==> config.mk <==
export PLATFORM = sky130hd
export DESIGN_NAME = punc_mem_responder_flat
export DESIGN_NICKNAME = d
export VERILOG_FILES = /design/src/rtl/punc_mem_responder_if.sv /design/src/rtl/punc_mem_responder.sv /design/src/flat_wrapper.sv
export SDC_FILE = /design/constraint.sdc
export NUM_CORES = 2
export LEC_CHECK = 0
export ABC_AREA = 0
export CAP_MARGIN = 20
export CORE_MARGIN = 10
export CORE_UTILIZATION = 50
export CTS_BUF_LIST = sky130_fd_sc_hd__clkbuf_8
export DETAILED_ROUTE_END_ITERATION = 6
export GPL_TIMING_DRIVEN = 0
export PLACE_DENSITY = 0.65
export SYNTH_ARGS = -nofsm -noshare
export SYNTH_HDL_FRONTEND = slang
export SYNTH_SLANG_ARGS = --single-unit
==> constraint.sdc <==
create_clock -name clk -period 5.34 [get_ports clk]
set_clock_uncertainty 0.1 [all_clocks]
set_input_delay 1.602 -clock clk [delete_from_list [all_inputs] [get_ports clk]]
set_output_delay 1.602 -clock clk [all_outputs]
set_load 0.02 [all_outputs]
==> src/rtl/punc_mem_responder_if.sv <==
// rtl/punc_mem_responder_if.sv - request/response bus between the PUnC core and its memory responder
interface punc_mem_responder_if;
    logic        req_valid;
    logic        req_ready;
    logic        req_we;
    logic        req_ind;
    logic [15:0] req_addr;
    logic [15:0] req_wdata;
    logic        rsp_valid;
    logic [15:0] rsp_rdata;
    logic        rsp_fault;

    modport master (
        output req_valid, req_we, req_ind, req_addr, req_wdata,
        input  req_ready, rsp_valid, rsp_rdata, rsp_fault
    );

    modport slave (
        input  req_valid, req_we, req_ind, req_addr, req_wdata,
        output req_ready, rsp_valid, rsp_rdata, rsp_fault
    );
endinterface

==> src/rtl/punc_mem_responder.sv <==
// rtl/punc_mem_responder.sv - multicycle word memory responder with hardware indirect (pointer) sequencing
// Optional out-of-range address faulting is enabled by defining PUNC_MEM_FAULT_EN.
module punc_mem_responder #(
    parameter int ADDR_W   = 8,
    parameter int READ_LAT = 2
) (
    input  logic                 clk,
    input  logic                 rst_n,
    punc_mem_responder_if.slave  bus
);
    localparam int         DEPTH  = 1 << ADDR_W;
    localparam logic [2:0] LAT_M1 = 3'(READ_LAT - 1);

    typedef enum logic [1:0] {
        IDLE = 2'd0,
        PTR  = 2'd1,
        ACC  = 2'd2,
        RESP = 2'd3
    } state_t;

    state_t      state_q, state_d;
    logic [2:0]  cnt_q, cnt_d;
    logic        we_q, we_d;
    logic [15:0] eff_q, eff_d;
    logic [15:0] wdata_q, wdata_d;
    logic [15:0] rdata_q, rdata_d;
    logic        fault_q, fault_d;

    logic [15:0] mem [DEPTH];
    logic [15:0] mem_rd;
    logic        mem_we;
    logic        req_ready;
    logic        rsp_valid;

    // Both phases address the array through eff: the pointer location in PTR, the target in ACC.
    assign mem_rd = mem[eff_q[ADDR_W-1:0]];

    always_comb begin
        state_d   = state_q;
        cnt_d     = cnt_q;
        we_d      = we_q;
        eff_d     = eff_q;
        wdata_d   = wdata_q;
        rdata_d   = rdata_q;
        fault_d   = fault_q;
        mem_we    = 1'b0;
        req_ready = 1'b0;
        rsp_valid = 1'b0;
        case (state_q)
            IDLE: begin
                req_ready = 1'b1;
                if (bus.req_valid) begin
                    we_d    = bus.req_we;
                    eff_d   = bus.req_addr;
                    wdata_d = bus.req_wdata;
                    cnt_d   = LAT_M1;
                    state_d = bus.req_ind ? PTR : ACC;
`ifdef PUNC_MEM_FAULT_EN
                    fault_d = |(bus.req_addr >> ADDR_W);
`else
                    fault_d = 1'b0;
`endif
                end
            end
            PTR: begin
                if (cnt_q != 3'd0) begin
                    cnt_d = cnt_q - 3'd1;
                end else begin
                    cnt_d   = LAT_M1;
                    state_d = ACC;
                    // A faulted pointer location is never dereferenced; the phase still runs its full length.
                    if (!fault_q) begin
                        eff_d = mem_rd;
`ifdef PUNC_MEM_FAULT_EN
                        fault_d = |(mem_rd >> ADDR_W);
`endif
                    end
                end
            end
            ACC: begin
                if (cnt_q != 3'd0) begin
                    cnt_d = cnt_q - 3'd1;
                end else begin
                    state_d = RESP;
                    if (fault_q || we_q) begin
                        rdata_d = 16'h0000;
                        mem_we  = we_q && !fault_q;
                    end else begin
                        rdata_d = mem_rd;
                    end
                end
            end
            RESP: begin
                rsp_valid = 1'b1;
                state_d   = IDLE;
            end
            default: state_d = IDLE;
        endcase
    end

    always_ff @(posedge clk or negedge rst_n) begin
        if (!rst_n) begin
            state_q <= IDLE;
            cnt_q   <= 3'd0;
            we_q    <= 1'b0;
            eff_q   <= 16'h0000;
            wdata_q <= 16'h0000;
            rdata_q <= 16'h0000;
            fault_q <= 1'b0;
        end else begin
            state_q <= state_d;
            cnt_q   <= cnt_d;
            we_q    <= we_d;
            eff_q   <= eff_d;
            wdata_q <= wdata_d;
            rdata_q <= rdata_d;
            fault_q <= fault_d;
        end
    end

    // Array has no reset; a reset forces IDLE asynchronously, so mem_we is already low at the next edge.
    always_ff @(posedge clk) begin
        if (mem_we) begin
            mem[eff_q[ADDR_W-1:0]] <= wdata_q;
        end
    end

    logic unused_hi;
    assign unused_hi = |(eff_q >> ADDR_W);

    assign bus.req_ready = req_ready;
    assign bus.rsp_valid = rsp_valid;
    assign bus.rsp_rdata = rdata_q;
    assign bus.rsp_fault = fault_q && rsp_valid;
endmodule

==> src/flat_wrapper.sv <==
// flat-port wrapper written by rule: the top's interface ports become plain ports
module punc_mem_responder_flat 
#(
    parameter int ADDR_W   = 8,
    parameter int READ_LAT = 2
)
  (clk, rst_n, bus_req_valid, bus_req_we, bus_req_ind, bus_req_addr, bus_req_wdata, bus_req_ready, bus_rsp_valid, bus_rsp_rdata, bus_rsp_fault);
  punc_mem_responder_if bus_i ();
  input  logic clk;
  input  logic rst_n;
  input wire logic [$bits(bus_i.req_valid)-1:0] bus_req_valid;
  input wire logic [$bits(bus_i.req_we)-1:0] bus_req_we;
  input wire logic [$bits(bus_i.req_ind)-1:0] bus_req_ind;
  input wire logic [$bits(bus_i.req_addr)-1:0] bus_req_addr;
  input wire logic [$bits(bus_i.req_wdata)-1:0] bus_req_wdata;
  output wire logic [$bits(bus_i.req_ready)-1:0] bus_req_ready;
  output wire logic [$bits(bus_i.rsp_valid)-1:0] bus_rsp_valid;
  output wire logic [$bits(bus_i.rsp_rdata)-1:0] bus_rsp_rdata;
  output wire logic [$bits(bus_i.rsp_fault)-1:0] bus_rsp_fault;
  assign bus_i.req_valid = bus_req_valid;
  assign bus_i.req_we = bus_req_we;
  assign bus_i.req_ind = bus_req_ind;
  assign bus_i.req_addr = bus_req_addr;
  assign bus_i.req_wdata = bus_req_wdata;
  assign bus_req_ready = bus_i.req_ready;
  assign bus_rsp_valid = bus_i.rsp_valid;
  assign bus_rsp_rdata = bus_i.rsp_rdata;
  assign bus_rsp_fault = bus_i.rsp_fault;
  punc_mem_responder #(.ADDR_W(ADDR_W), .READ_LAT(READ_LAT)) u_core (.clk(clk), .rst_n(rst_n), .bus(bus_i));
endmodule
-- Word-level counts from Yosys, hierarchy flattened
Memory sizes are Yosys's and may differ from the RTL's.
Index checks and enable logic that the tools add are counted.
- bits in read-only memories: 0
- bits in latches: 0
- logic and storage cells: 45
- output and inout bits: 19
- memories kept: 1
- register bits: 46
- bits of input ports: 37
- memory bits (writable): 4096
- memory list (memory ; depth ; width ; rd ports ; clocked after Yosys merged registers in ; wr ports ; line ; RTL):
    u_core.mem ; 256 ; 16 ; 1 ; 0 ; 1 ; punc_mem_responder.sv:29 ; logic [15:0] mem [DEPTH];
- $lt $le $gt $ge: 0
- shifts and indexed selects: 0
- equal/unequal tests: 7
- muxes and demuxes: 20
- divide/modulo/power cells: 0
- add/sub/neg operators: 1
- reduce and logical (&&, ||, !) cells: 9
- $mul: 0
- bitwise logic cells: 1
- operators by type and width (kind ; count):
    $mux 16 ; 1
    $mux 8 ; 2
    $pmux 8 s2 ; 1
    $mux 3 ; 3
    $pmux 3 s3 ; 1
    $reduce_and 3->1 ; 3
    $mux 2 ; 4
    $pmux 2 s4 ; 1
    $mux 1 ; 7
    $ne 2x2->1 const B ; 3
    $reduce_bool 3->1 ; 2
    $eq 2x2->1 const B ; 2
    $reduce_and 2->1 ; 2
    $sub 3x1->3 const B ; 1
    $eq 2x1->1 const B ; 1
    $logic_not 2->1 ; 1
    $ne 2x1->1 const B ; 1
    $reduce_bool 2->1 ; 1
    $not 1->1 ; 1

-- Depth between registers and ports, before layout
- depth in word-level cells: 5
- depth in mapped cells: 11
- mapped depth without buffers: 8

-- Worst setup path before layout
Ideal clock, no wire load.
- path type: reg2reg
- from: reg u_core.wdata_q[0]
- to: mem u_core.mem[0][0] (data pin)
- period minus slack after synthesis: 4.082 ns
- path slack: 1.258 ns
- data required time: 4.437 ns
- buffers on the path: 0
- setup time: 0.803 ns
- cell stages (with the launch flop): 1
- arrival time: 3.179 ns
- cell sequence: dfrtp_1
- RTL lines (item ; line ; RTL):
    start, declared ; punc_mem_responder.sv:25 ; logic [15:0] wdata_q, wdata_d;
    start signal, assigned ; punc_mem_responder.sv:115 ; wdata_q <= wdata_d;
    end, declared ; punc_mem_responder.sv:29 ;
No word-level cell before the write port.

-- Worst setup path in the final report
- from: reg u_core.eff_q[3]
- to: mem u_core.mem[189][2] (enable)
- RTL lines (item ; line ; RTL):
    start, declared ; punc_mem_responder.sv:24 ; logic [15:0] eff_q, eff_d;
    start signal, assigned ; punc_mem_responder.sv:106 ; eff_q <= 16'h0000;
    start signal, assigned ; punc_mem_responder.sv:114 ; eff_q <= eff_d;
No word-level cell before the write port.

==> run_results.csv <==
group,metric,value,unit
hold_path,min_from,"u_core.bus.rsp_rdata[7]",
clocking,insertion_delay,1.31,ns
timing,worst_pin_slew,1.32,ns
logic_synthesis,yosysWarnings,0,
critical_path,crit_arrival,6.49,ns
place,dp_slack,-1.48,ns
logic_synthesis,syn_nets,6782,
critical_path,critPathLaunchType,"register",
die,fp.dieW,582,um
power_and_ir_drop,comb_power_share,37.9,%
power_and_ir_drop,p_int,64.7,mW
logic_synthesis,syn_area_per_cell,23.4,um2
timing,fin_crit_sh,106,%
logic_synthesis,async_flop_share,1.11,%
clocking,htreeDepth,6,
die,dieArea,338000,um2
global_routing,first_global_vias,84601,
die,core_area,314000,um2
drt,drt-initial-drc-count,17653,
logic_synthesis,synthCells,6739,
die,floorplan.rows,206,
timing,relSlewSlack,12.3,%
critical_path,critPathMaxFanout,11,
timing,slew_viol_final,0,
logic_synthesis,synth_cell_types,50,
global_routing,grt_pass1_wl,824,mm
timing,period_minus_slack,5.64,ns
power_and_ir_drop,p_clk_share,23.2,%
critical_path,crit_required,6.19,ns
drt,routedWlPerCell,51.1,um
global_routing,grt_usage,37.3,%
timing,timing.final.ws_setup,-0.298,ns
critical_path,startpoint,"u_core.eff_q[3]",
drt,drt_wl_total,643,mm
clocking,cts.path.max_buffers,4,
clocking,clkTransAtPathRegs,0.07,ns
global_routing,antenna_found_initial,57,
hold_path,min_path_type,"register to register",
clocking,cts_made_buffers,659,
place,gp_congestion,1.08,
cells_and_area,final_nets,7907,
timing,finalSetupViolCount,426,
logic_synthesis,ys_ff_latch,4142,
power_and_ir_drop,power_density,588,nW/um2
power_and_ir_drop,power,109,mW
cells_and_area,area_growth_syn_to_layout,17.3,%
cells_and_area,drive_gt1_share,35.4,%
place,portBuffers,46,
critical_path,end_kind,"register",
drt,num_vias,89746,
drt,firstDrtPassIters,7,
place,dp_hpwl,445,mm
power_and_ir_drop,swShare,40.4,%
drt,ant_nets,0,
die,start_util,50.2,%
power_and_ir_drop,seq_power_share,38.9,%
power_and_ir_drop,leakage,58.0,nW
logic_synthesis,synth_edf_count,4096,
outcome,status,"complete, but fails checks",
clocking,cts.sinks,4142,
clocking,cts_tree,"built",
timing,hold_viol,0,
outcome,violations,"DRC, setup timing",
timing,max_freq,0.177,GHz
global_routing,grt-ovfl-total,0,
critical_path,reg2reg_from,"u_core.eff_q[3]",
power_and_ir_drop,p_switching,44.0,mW
clocking,clock-root-buffer,"clkbuf_8",
job,cap_violations,0,
logic_synthesis,synthesis.area,158000,um2
die,die_y,582,um
logic_synthesis,synthFlopType,"edfxtp_1",
power_and_ir_drop,ir_drop,0.590,mV
timing,fin_hold_ws,0.414,ns
critical_path,worstSetupPathType,"register to register",
drt,viasPerCell,7.13,
logic_synthesis,seq_area_frac_synth,78.7,%
die,io_pins,56,
timing,final.setup.tns,-47.82,ns
global_routing,grt_max_degree,113,
drt,drc,12,
synth_stat cells, types with 2 or more instances:
library cell,number,area (um2)
dfrtp_1,46,1150
edfxtp_1,4096,123000
o21ai_0,16,80.1
nand2_1,58,218
buf_1,30,113
a21oi_1,182,911
a32oi_1,2,17.5
a22o_1,4,35.0
nor3b_1,7,52.6
a31o_1,2,17.5
nor2_1,265,995
o22ai_1,3,18.8
mux2i_1,20,200
mux2_2,21,236
buf_6,30,338
o31ai_1,7,52.6
ha_1,6,75.1
and2_1,3,18.8
buf_2,98,490
nand4b_1,3,26.3
and4_1,6,52.6
a22oi_1,332,2490
o311ai_0,2,17.5
clkbuf_1,229,860
inv_1,8,30.0
buf_4,18,135
nor2b_1,9,56.3
mux4_2,1121,25200
a31oi_1,3,18.8
o41ai_1,40,350
nor3_1,16,80.1
nand4_1,8,50.1
nand3_1,23,115
nand2b_1,9,56.3
worst max-delay path, stage by stage, from the launching register on:
cell	delay (ns)
dfrtp_1	0.36
and2_1	0.14
clkbuf_1	0.39
clkbuf_2	0.75
clkbuf_1	0.65
buf_4	0.57
nand2_2	0.48
clkbuf_2	0.76
nor2_2	0.81
buf_16	0.23
flip-flops by register name, indices dropped and copies added (netlist names):
register,flops
u_core.bus.rsp_rdata,16
u_core.we_q,1
u_core.wdata_q,16
u_core.cnt_q,3
u_core.eff_q,8
u_core.mem,4096
u_core.state_q,2
area by class of cell:
| class | instances | area [um2] |
|---|---|---|
| Antenna cell | 58 | 145 |
| Buffer | 399 | 2220 |
| Clock buffer | 671 | 9240 |
| Clock inverter | 496 | 2560 |
| Fill cell | 22284 | 129000 |
| Inverter | 9 | 33.8 |
| Multi-Input combinational cell | 2183 | 33000 |
| Sequential cell | 4142 | 124000 |
| Tap cell | 4160 | 5200 |
| Timing Repair Buffer | 470 | 8400 |
layer usage:
metal,global-route usage [%],wire [um],vias to the layer above,part of all wire (%)
met4,30.1,66100,32,10
met5,0.434,584,-,0.091
met1,44.8,206000,47156,32
met3,17.9,102000,2162,16
met2,51.3,268000,8862,42
li1,-,-,31534,-
stage by stage:
stage          utilization, %  instances  instance area (um2)
2_1_floorplan               -       6739               158000
3_3_place_gp             52.0      10945               163000
3_5_place_dp             54.7      11324               172000
4_1_cts                  58.7      12516               185000
5_1_grt                  58.8      12538               185000
6_report                 58.8      12588               185000
worst paths after layout:
check / endpoint / cells after the start / slack (ns)
setup reg to reg: u_core.mem[189][2] / 9 / -0.30
setup / recovery: u_core.mem[189][2] / 9 / -0.30
hold reg to reg: u_core.bus.rsp_rdata[7] / 1 / 0.41
max in group asynchronous: u_core.eff_q[7] / 3 / 3.97
hold / removal: u_core.bus.rsp_rdata[7] / 1 / 0.41
min in group asynchronous: u_core.cnt_q[2] / 2 / 0.56
power groups by stage:
stage          Clock [mW]  Sequential (mW)  Combinational (mW)
3_3_place_gp            0             47.1                31.9
4_1_cts              25.1             42.1                38.5
5_1_grt              26.6             42.2                39.9
6_report             25.2             42.2                41.2
2_1_floorplan           0             45.1                14.3
3_5_place_dp            0             42.8                38.3
timing repair:
item | 4_1_cts | 5_1_grt
endpoints found under the hold margin | 2 | 0
pin swaps | 20 | 0
setup buffers | 29 | 0
hold buffers | 1 | 0
setup endpoints to repair | 3621 | 177
resized for setup | 103 | 16
logic make-up after synthesis:
| kind of cell | after synthesis | synth area share [%] |
|---|---|---|
| buf+inv | 414 | 1.25 |
| other cells | 1 | 0.00238 |
| compound gates | 601 | 2.59 |
| simple gates | 413 | 1.12 |
| mux | 1162 | 16.3 |
| flops | 4142 | 78.7 |
| fa+ha+maj | 6 | 0.0476 |
cells in the final DEF (no fill, tap or decap), types with 30 or more instances in the layout:
cell type        instances
buf_2                  100
clkinv_1               157
nor2_2                 163
nand2_1                 48
clkinv_2                60
buf_12                  50
nor2_4                  86
a21oi_1                182
edfxtp_1              4096
dfrtp_1                 30
buf_6                   77
mux4_2                1121
inv_1                  222
clkdlybuf4s50_1         45
buf_4                   49
clkbuf_2               102
clkbuf_8               671
a22oi_1                332
buf_16                 134
buf_8                  172
diode_2                 58
clkbuf_1                98
Note: power is estimated with default switching activity, not from simulation.
